**config.mk**
```make
export PLATFORM = sky130hd
export DESIGN_NAME = line_sensor_decoder
export DESIGN_NICKNAME = d
export VERILOG_FILES = /design/src/rtl/line_sensor_decoder_pkg.sv /design/src/rtl/line_sensor_decoder_hyst_cmp.sv /design/src/rtl/line_sensor_decoder.sv
export SDC_FILE = /design/constraint.sdc
export NUM_CORES = 1
export LEC_CHECK = 0
export ABC_AREA = 1
export CORE_MARGIN = 2
export CORE_UTILIZATION = 50
export DETAILED_ROUTE_END_ITERATION = 8
export GPL_TIMING_DRIVEN = 0
export PLACE_DENSITY = 0.72
export SYNTH_ARGS = -nofsm -noshare
export SYNTH_HDL_FRONTEND = slang
export SYNTH_SLANG_ARGS = --single-unit
```
**constraint.sdc**
```tcl
create_clock -name clk_50M -period 2.6 [get_ports clk_50M]
set_input_delay 0.52 -clock clk_50M [delete_from_list [all_inputs] [get_ports clk_50M]]
set_output_delay 0.52 -clock clk_50M [all_outputs]
set_load 0.1 [all_outputs]
```
**src/rtl/line_sensor_decoder_pkg.sv**
```systemverilog
// line_pkg: shared FSM encodings, default thresholds and steering-error codes
// for the line sensor decoder.
package line_pkg;
    typedef enum logic [1:0] {FOLLOW = 2'd0, NODE = 2'd1, LOST = 2'd2} state_t;

    localparam logic [11:0] TH_HI_DEF = 12'd2000;
    localparam logic [11:0] TH_LO_DEF = 12'd1600;

    localparam logic [2:0] ERR_M2 = 3'b110;
    localparam logic [2:0] ERR_M1 = 3'b111;
    localparam logic [2:0] ERR_0  = 3'b000;
    localparam logic [2:0] ERR_P1 = 3'b001;
    localparam logic [2:0] ERR_P2 = 3'b010;

    // Ambiguous patterns (111, 000, 101) keep the last steering error.
    function automatic logic [2:0] pos_err_of(input logic [2:0] lb, input logic [2:0] prev);
        return lb == 3'b010 ? ERR_0  :
               lb == 3'b110 ? ERR_M1 :
               lb == 3'b100 ? ERR_M2 :
               lb == 3'b011 ? ERR_P1 :
               lb == 3'b001 ? ERR_P2 : prev;
    endfunction
endpackage

```
**src/rtl/line_sensor_decoder_hyst_cmp.sv**
```systemverilog
// hyst_cmp: per-channel hysteresis comparator; next on/off bit from the
// current value and the previous bit.
module hyst_cmp #(
    parameter logic [11:0] TH_HI = 12'd2000,
    parameter logic [11:0] TH_LO = 12'd1600
) (
    input  logic [11:0] value,
    input  logic        prev,
    output logic        on
);
    assign on = prev ? (value >= TH_LO) : (value >= TH_HI);
endmodule

```
**src/rtl/line_sensor_decoder.sv**
```systemverilog
// line_sensor_decoder: stable-capture filter, hysteresis, debounce, steering
// error and FOLLOW/NODE/LOST tracking for a three-channel line sensor.
module line_sensor_decoder
    import line_pkg::*;
#(
    parameter logic [11:0] TH_HI    = TH_HI_DEF,
    parameter logic [11:0] TH_LO    = TH_LO_DEF,
    parameter int unsigned DEB      = 3,
    parameter int unsigned LOST_LIM = 8
) (
    input  logic        clk_50M,
    input  logic        rst_n,
    input  logic        sample_tick,
    input  logic [11:0] d_out_ch1,
    input  logic [11:0] d_out_ch3,
    input  logic [11:0] d_out_ch4,
    output logic [2:0]  line_bits,
    output logic [2:0]  pos_err,
    output logic        node_pulse,
    output logic [7:0]  node_count,
    output logic        lost,
    output logic [1:0]  state,
    output logic        valid
);
    logic [35:0] cap;
    logic        s1, busy, take, accept, enter;
    logic [2:0]  raw, raw_n, cand, cand_n, lb_n;
    logic [3:0]  cnt, cnt_n;
    logic [7:0]  off, off_n;
    state_t      st_q, st_n;

    // Busy covers the processing cycle and the valid cycle.
    assign busy   = s1 | valid;
    assign take   = sample_tick & ~busy;
    assign accept = take & ({d_out_ch1, d_out_ch3, d_out_ch4} == cap);

    hyst_cmp #(.TH_HI(TH_HI), .TH_LO(TH_LO)) u_hyst_l (.value(cap[35:24]), .prev(raw[2]), .on(raw_n[2]));
    hyst_cmp #(.TH_HI(TH_HI), .TH_LO(TH_LO)) u_hyst_c (.value(cap[23:12]), .prev(raw[1]), .on(raw_n[1]));
    hyst_cmp #(.TH_HI(TH_HI), .TH_LO(TH_LO)) u_hyst_r (.value(cap[11:0]),  .prev(raw[0]), .on(raw_n[0]));

    assign cand_n = raw_n;
    assign cnt_n  = raw_n != cand ? 4'd1 : cnt >= 4'(DEB) ? 4'(DEB) : cnt + 4'd1;
    assign lb_n   = cnt_n == 4'(DEB) ? cand_n : line_bits;
    assign off_n  = lb_n != 3'b000 ? 8'd0 : off == 8'hFF ? 8'hFF : off + 8'd1;

    always_comb begin
        st_n = st_q;
        if (s1) begin
            case (st_q)
                FOLLOW:  st_n = lb_n == 3'b111 ? NODE : off_n >= 8'(LOST_LIM) ? LOST : FOLLOW;
                NODE:    st_n = (lb_n != 3'b111 && lb_n != 3'b000) ? FOLLOW :
                                off_n >= 8'(LOST_LIM) ? LOST : NODE;
                LOST:    st_n = lb_n == 3'b111 ? NODE : lb_n != 3'b000 ? FOLLOW : LOST;
                default: st_n = FOLLOW;
            endcase
        end
    end

    assign enter = (st_n == NODE) && (st_q != NODE);
    assign lost  = st_q == LOST;
    assign state = st_q;

    always_ff @(posedge clk_50M or negedge rst_n) begin
        if (!rst_n)
            st_q <= FOLLOW;
        else
            st_q <= st_n;
    end

    always_ff @(posedge clk_50M or negedge rst_n) begin
        if (!rst_n) begin
            cap        <= '0;
            s1         <= 1'b0;
            valid      <= 1'b0;
            node_pulse <= 1'b0;
            raw        <= '0;
            cand       <= '0;
            cnt        <= '0;
            off        <= '0;
            line_bits  <= '0;
            pos_err    <= '0;
            node_count <= '0;
        end else begin
            s1         <= accept;
            valid      <= s1;
            node_pulse <= enter;
            if (take)
                cap <= {d_out_ch1, d_out_ch3, d_out_ch4};
            if (s1) begin
                raw       <= raw_n;
                cand      <= cand_n;
                cnt       <= cnt_n;
                off       <= off_n;
                line_bits <= lb_n;
                pos_err   <= pos_err_of(lb_n, pos_err);
                if (enter)
                    node_count <= node_count + 8'd1;
            end
        end
    end
endmodule

```
Word-level counts from Yosys, hierarchy flattened. Index checks and enable logic that the tools add are counted.

Output and inout port bits: 19. Word-level logic and storage cells: 69. Register bits after elaboration: 70. Input bits: 39.

Equal/unequal tests: 15. Order comparisons: 8. Reduce and logical (&&, ||, !) cells: 7. Bitwise operators: 4. Multiplexer cells: 21. $add $sub $neg: 3.

Operator list (number): 12-bit by 11-bit greater-or-equal comparator with 1-bit output, second input constant (6); 36-bit == test (1); 3-bit two-way mux (6); 8-bit by 1-bit adder with 8-bit output, second input constant (2); 8-bit two-way mux (2); 2-bit two-way mux (7); 3-bit == test, second input constant (3); 8-bit == test, second input constant (1); 8-bit by 4-bit greater-or-equal comparator with 1-bit output, second input constant (1); 4-bit two-way mux (2); 3-bit by 2-bit == test with 1-bit output, second input constant (2); 2-bit one-hot mux with 3 select lines (1); 5-bit nonzero test (1); 4-bit by 1-bit adder with 4-bit output, second input constant (1); 2-bit by 1-bit == test with 1-bit output, second input constant (2); 4-bit by 2-bit == test with 1-bit output, second input constant (1); 4-bit by 2-bit greater-or-equal comparator with 1-bit output, second input constant (1); 2-bit AND reduction (2); 3-bit by 1-bit == test with 1-bit output, second input constant (1); 1-bit two-way mux (3); 3-bit != test (1); 3-bit != test, second input constant (1); 3-bit nonzero test (1); 1-bit bitwise AND (2); 6 further kinds (7).

Depth between registers and ports, before layout.
Word-level depth: 16. Gate-level depth with buffers: 21. Depth with buffers taken out: 20.

Hierarchy. A second synthesis with hierarchy kept.

Cell total of the unflattened synthesis: 426. Area, all modules: 3861.2 sq um.

Modules (own cells, without submodules): line_sensor_decoder (cells each 393, sequential area each 1751.7 sq um, times used 1, area an instance 3718.6 sq um); hyst_cmp (cells each 11, sequential area each 0.0 sq um, times used 3, area an instance 47.5 sq um).

Worst setup path before layout. No wires, ideal clock.

Kind: register -> register. Start point: register st_q[1] (netlist: state[1]). End point: register node_count[3]. Path buffers: 0. Setup time: 66 ps. Slack: -566 ps. Data required time: 2534 ps. Data arrival time: 3101 ps. Cell stages (with the launch flop): 9. Clock period less this slack: 3166 ps. Path through: dfrtp_1 inv_1 nor2_1 nand2_1 nand2_4 nand2_4 nand2_8 o21bai_1 nand2_1.

Longest elaborated chain between the ends: 6. Elaborated cells on any way between the ends: 9. Classes of those cells: 4 x eq/ne; 2 x mux; 3 x reduce/logical.

RTL lines: from (decl) (line line_sensor_decoder.sv:30) `state_t st_q, st_n;`; from (signal assigned) (line line_sensor_decoder.sv:67) `st_q <= st_n;`; 2-bit == test; named net lost (line line_sensor_decoder.sv:21) `output logic lost,`; 2-bit one-hot mux with 3 select lines (line line_sensor_decoder.sv:49) `case (st_q)`; 2-bit two-way mux (line line_sensor_decoder.sv:48) `if (s1) begin`; named net st_n[1] (line line_sensor_decoder.sv:30); 2-bit by 1-bit == test with 1-bit output (line line_sensor_decoder.sv:59) `assign enter = (st_n == NODE) && (st_q != NODE);`; 1-bit logical AND (line line_sensor_decoder.sv:59); 2-bit AND reduction (no line); to (signal assigned) (line line_sensor_decoder.sv:97) `node_count <= node_count + 8'd1;`; to (decl) (line line_sensor_decoder.sv:20) `output logic [7:0] node_count,`.

The timed path passes the listed nets, and every way through them passes these cells. A chain may end at the register's enable or synchronous reset.

Final worst setup path.
Start point: register cap[32]. End point: register node_count[4].

Longest elaborated chain between the ends: 16. Elaborated cells on any way between the ends: 24. Classes of those cells: 3 x order compare; 5 x eq/ne; 12 x mux; 4 x reduce/logical.

RTL lines: from (decl) (line line_sensor_decoder.sv:25) `logic [35:0] cap;`; from (signal assigned) (line line_sensor_decoder.sv:88) `cap <= {d_out_ch1, d_out_ch3, d_out_ch4};`; 12-bit by 11-bit greater-or-equal comparator with 1-bit output (line line_sensor_decoder_hyst_cmp.sv:11) `assign on = prev ? (value >= TH_LO) : (value >= TH_HI);`; 1-bit two-way mux * (line line_sensor_decoder_hyst_cmp.sv:11); 3-bit != test (line line_sensor_decoder.sv:42) `assign cnt_n = raw_n != cand ? 4'd1 : cnt >= 4'(DEB) ? 4'(DEB) : cnt + 4'd1;`; 4-bit two-way mux (line line_sensor_decoder.sv:42); 4-bit by 2-bit == test with 1-bit output (line line_sensor_decoder.sv:43) `assign lb_n = cnt_n == 4'(DEB) ? cand_n : line_bits;`; 3-bit two-way mux * (line line_sensor_decoder.sv:43); 3-bit nonzero test (line line_sensor_decoder.sv:44, line_sensor_decoder.sv:51, line_sensor_decoder.sv:53); 8-bit two-way mux (line line_sensor_decoder.sv:44) `assign off_n = lb_n != 3'b000 ? 8'd0 : off == 8'hFF ? 8'hFF : off + 8'd1;`; 8-bit by 4-bit greater-or-equal comparator with 1-bit output (line line_sensor_decoder.sv:50, line_sensor_decoder.sv:52); 2-bit two-way mux, on equally long branches (line line_sensor_decoder.sv:52, line_sensor_decoder.sv:50); 2-bit two-way mux, on equally long branches (line line_sensor_decoder.sv:51, line_sensor_decoder.sv:50); 2-bit one-hot mux with 3 select lines * (line line_sensor_decoder.sv:49); 2-bit two-way mux * (line line_sensor_decoder.sv:48); 2-bit by 1-bit == test with 1-bit output * (line line_sensor_decoder.sv:59); 1-bit logical AND * (line line_sensor_decoder.sv:59); 2-bit AND reduction (no line) *.

Every way passes the cells marked *; elsewhere a longest branch is shown, timed or not.

==> run metrics <==
status=finished clean; PnR worst setup slack=0.0841 ns; Cell Pwr Density=498 mW/mm2; DRC=0; Data arrival, critical path=2.75 ns; Ports=58; sequential area share after synthesis=between 40% and 50%; total negative setup slack=0 ns; end point of the critical path=node_count[4]$_DFFE_PN0P_; via/cell ratio=5.24; die area=slightly below 0.009 mm2; register bit total from synthesis=70; Synth area leaders=dfrtp_1 44%, nand2_1 8.4%, inv_1 5.7%; Post-synth ARST share=100%; H-tree levels=3; critical path depth=17; number of global-route vias before repair=approximately 3,300; CP Max Fanout=5; maxcap violations=0; Setup crit start=cap[32]$_DFFE_PN0P_; Max IR drop VDD=436 uV; total CTS buffers=9; FP Rows=32; Worst setup SP type=flip-flop; # fillers=643; first-pass GRT wire length=15,700 um; path type of the worst setup path=reg2reg; worst hold margin=0.277 ns; Layout Cells excl Fill=671; CP Cell Sequence=nand2_2 > o21ai_4 > inv_2 > nand3_4 > nand2_1 > nor2_2 > nand4_4 > nand2_2 > nand2_4 > inv_4 > nor2_4 > o21ai_0 > nand3_2 > nand2_4 > nand3_4 > o21bai_1 > nand2_1; Top delay family on crit path=simple AND/OR/NAND/NOR gates; slowest stage delay, CP=just over 0.4 ns; Logic pwr share=around 14%; reg2reg path depth=17; reg2reg end=node_count[4]$_DFFE_PN0P_; DP Area=0.00469 mm2; Fin. Hold Viols=0; DP Worst Slack=-0.00276 ns; dominant cell type by area after synthesis=dfrtp_1; Core ar.=0.00773 mm2; Worst slew margin=34.7%; cell total after placement=640; CP endpoint kind=flip-flop; antenna violations before repair=0; Syn Inst Count=between 400 and 500; dpl hpwl=6670 um; total power draw=2.54 mW; fin nets=roughly 610; period utilization=a little over nine tenths; Remaining Overflow, GRT=0; clk buf depth=2; Die Ht=93.3 um; worst path buffer plus inverter count=2; clk_skew=roughly 0.0089 ns; post-synth top area share=a little over two fifths; Hold/Removal Path Class=in2async; area of the multi-input gates=slightly above 0.002 mm2; Post-synth EDFFs=0; Cell variety after synth=45; clk_lat worst skew=0.35 ns; DR WL/cell=14.1 um; Initial DRC Count=146; DR vias=3,513; Net Sw Frac=25.8%; Final min period=approximately 2.5 ns; Worst-Margin Slew=0.976 ns; final setup vio count=0; all-layer global routing usage=between 20 and 25%; Worst EP required=2.84 ns; Top FF cell, synth=dfrtp_1; CTS tree=done; Crit-path slowest cell=dfrtp_1; reg-to-reg startpoint=cap[32]$_DFFE_PN0P_; Sequential Power Share=between 40% and 50%; Clk pin slew, worst setup/hold paths=0.08 ns; Highest Clock Rate=between 300 and 400 MHz; Pre-antenna DRT Iters=4; Die X=between 90 and 100 um; Layout Utilization=around 66%; Routed Antenna Nets=0; clock sink count=70; Design Area, Final=just over 0.005 mm2; Starting Density=between 50% and 60%; switching pwr=0.655 mW; Ant. Diodes=0; final WL=9440 um; share of layout cells above drive strength 1=16.7%; Area Growth Syn to Fin=27.9%; Routability Congestion=0.819; cell area after synthesis=around 0.004 mm2; CTS root buf=clkbuf_8; Int Power=about 1.9 mW; Leakage=between 2 and 2.5 nW; reg2reg setup slack=~0.084 ns; Post-Syn Area per Cell=8.30 um2; syn_nets=523; Port Buf Inserts=between 50 and 60; Sequential Area=approximately 0.0018 mm2; largest net degree at the start of global routing=71; count of pins over their slew limit=0; synth warn=0; clock share of power=38.6%
## sequential cells by signal, indices dropped and copies added (netlist names)
name        flops
node_pulse      1
valid           1
node_count      8
off             8
cap            36
pos_err         3
cnt             4
state           2
cand            3
line_bits       3
s1              1
## worst min-delay path by stage
stage                      startpoint                     end  slack, ns  cells after the start
2_1_floorplan                   rst_n     cand[0]$_DFFE_PN0P_       0.22                      0
3_3_place_gp       cnt[1]$_DFFE_PN0P_      cnt[1]$_DFFE_PN0P_       0.47                      2
3_5_place_dp   pos_err[1]$_DFFE_PN0P_  pos_err[1]$_DFFE_PN0P_       0.48                      2
4_1_cts                         rst_n     cap[28]$_DFFE_PN0P_       0.33                      1
5_1_grt                         rst_n     cap[34]$_DFFE_PN0P_       0.37                      1
6_report                        rst_n     cap[34]$_DFFE_PN0P_       0.28                      1
## placed cells by master, fill, tap and decap left out, drive strengths merged, types with 3 or more instances in the layout
cell	n
inv	68
nand4	10
clkinv	3
nand2	103
buf	20
clkbuf	17
ha	3
nor3	4
a21oi	19
mux2	13
o31ai	3
xor2	12
o21bai	9
dfrtp	70
clkdlybuf4s50	55
nand3	38
o21ai	37
nor2	49
xnor2	17
o22ai	5
## worst reg2reg max path: stages (launching register included)
cell	delay, ns
dfrtp_1	0.41
nand2_2	0.09
o21ai_4	0.18
inv_2	0.07
nand3_4	0.09
nand2_1	0.06
nor2_2	0.15
nand4_4	0.15
nand2_2	0.13
nand2_4	0.08
inv_4	0.09
nor2_4	0.04
o21ai_0	0.17
nand3_2	0.17
nand2_4	0.14
nand3_4	0.13
o21bai_1	0.18
nand2_1	0.07
## cell type report
class | count | share of cell area (%)
timing repair buffer | 71 | 13.2
clock inverter | 4 | 1.37
sequential | 70 | 34.4
buffer | 10 | 0.882
multi-input combinational | 333 | 39.7
clock buffer | 12 | 2.84
inverter | 69 | 5.22
tap | 102 | 2.50
## metal layers
layer  track usage (%)  routed length (um)
met4              8.70                 155
met3              2.82                 368
met2              35.6                4430
met5                 0                   0
met1              32.6                4480
## cell families (layout without fill, tap and decap cells)
logic type | Yosys count | count (layout) | share of synthesized area (%)
adders and majority gates | 3 | 3 | 0.941
AOI/OAI and AO/OA | 80 | 80 | 12.3
buffers and inverters | 79 | 166 | 7.74
xor gates and xnor gates | 29 | 29 | 6.36
DFF | 70 | 70 | 43.9
muxes | 13 | 13 | 3.67
and+or+nand+nor | 207 | 208 | 25.1
## synthesized netlist by cell type (5+ instances only)
cell type / count
xor2_1: 12
o21ai_0: 34
a21oi_1: 18
nand2_1: 89
mux2_2: 13
o22ai_1: 5
nand4_1: 8
o21bai_1: 9
xnor2_1: 17
inv_2: 5
nand2_2: 8
clkbuf_1: 5
nand2_4: 5
nor2_1: 46
nand3_1: 34
dfrtp_1: 70
inv_1: 61
## power by group through the flow
stage / clock (mW) / sequential (mW) / combinational [mW]
after floorplan: 0 / 1.20 / 0.194
after CTS: 0.989 / 1.19 / 0.328
final: 0.982 / 1.19 / 0.369
after global routing: 1.05 / 1.20 / 0.407
after detailed placement: 0 / 1.21 / 0.327
after global placement: 0 / 1.21 / 0.320
## timing repair
action                                  4_1_cts  5_1_grt
hold buffers                                  0        0
resized for setup                             1       26
pin swaps                                     0       18
cloned                                        0        1
buffers inserted                              0       14
endpoints found under the setup margin        1        8
Note: power is estimated with default switching activity, not from simulation.
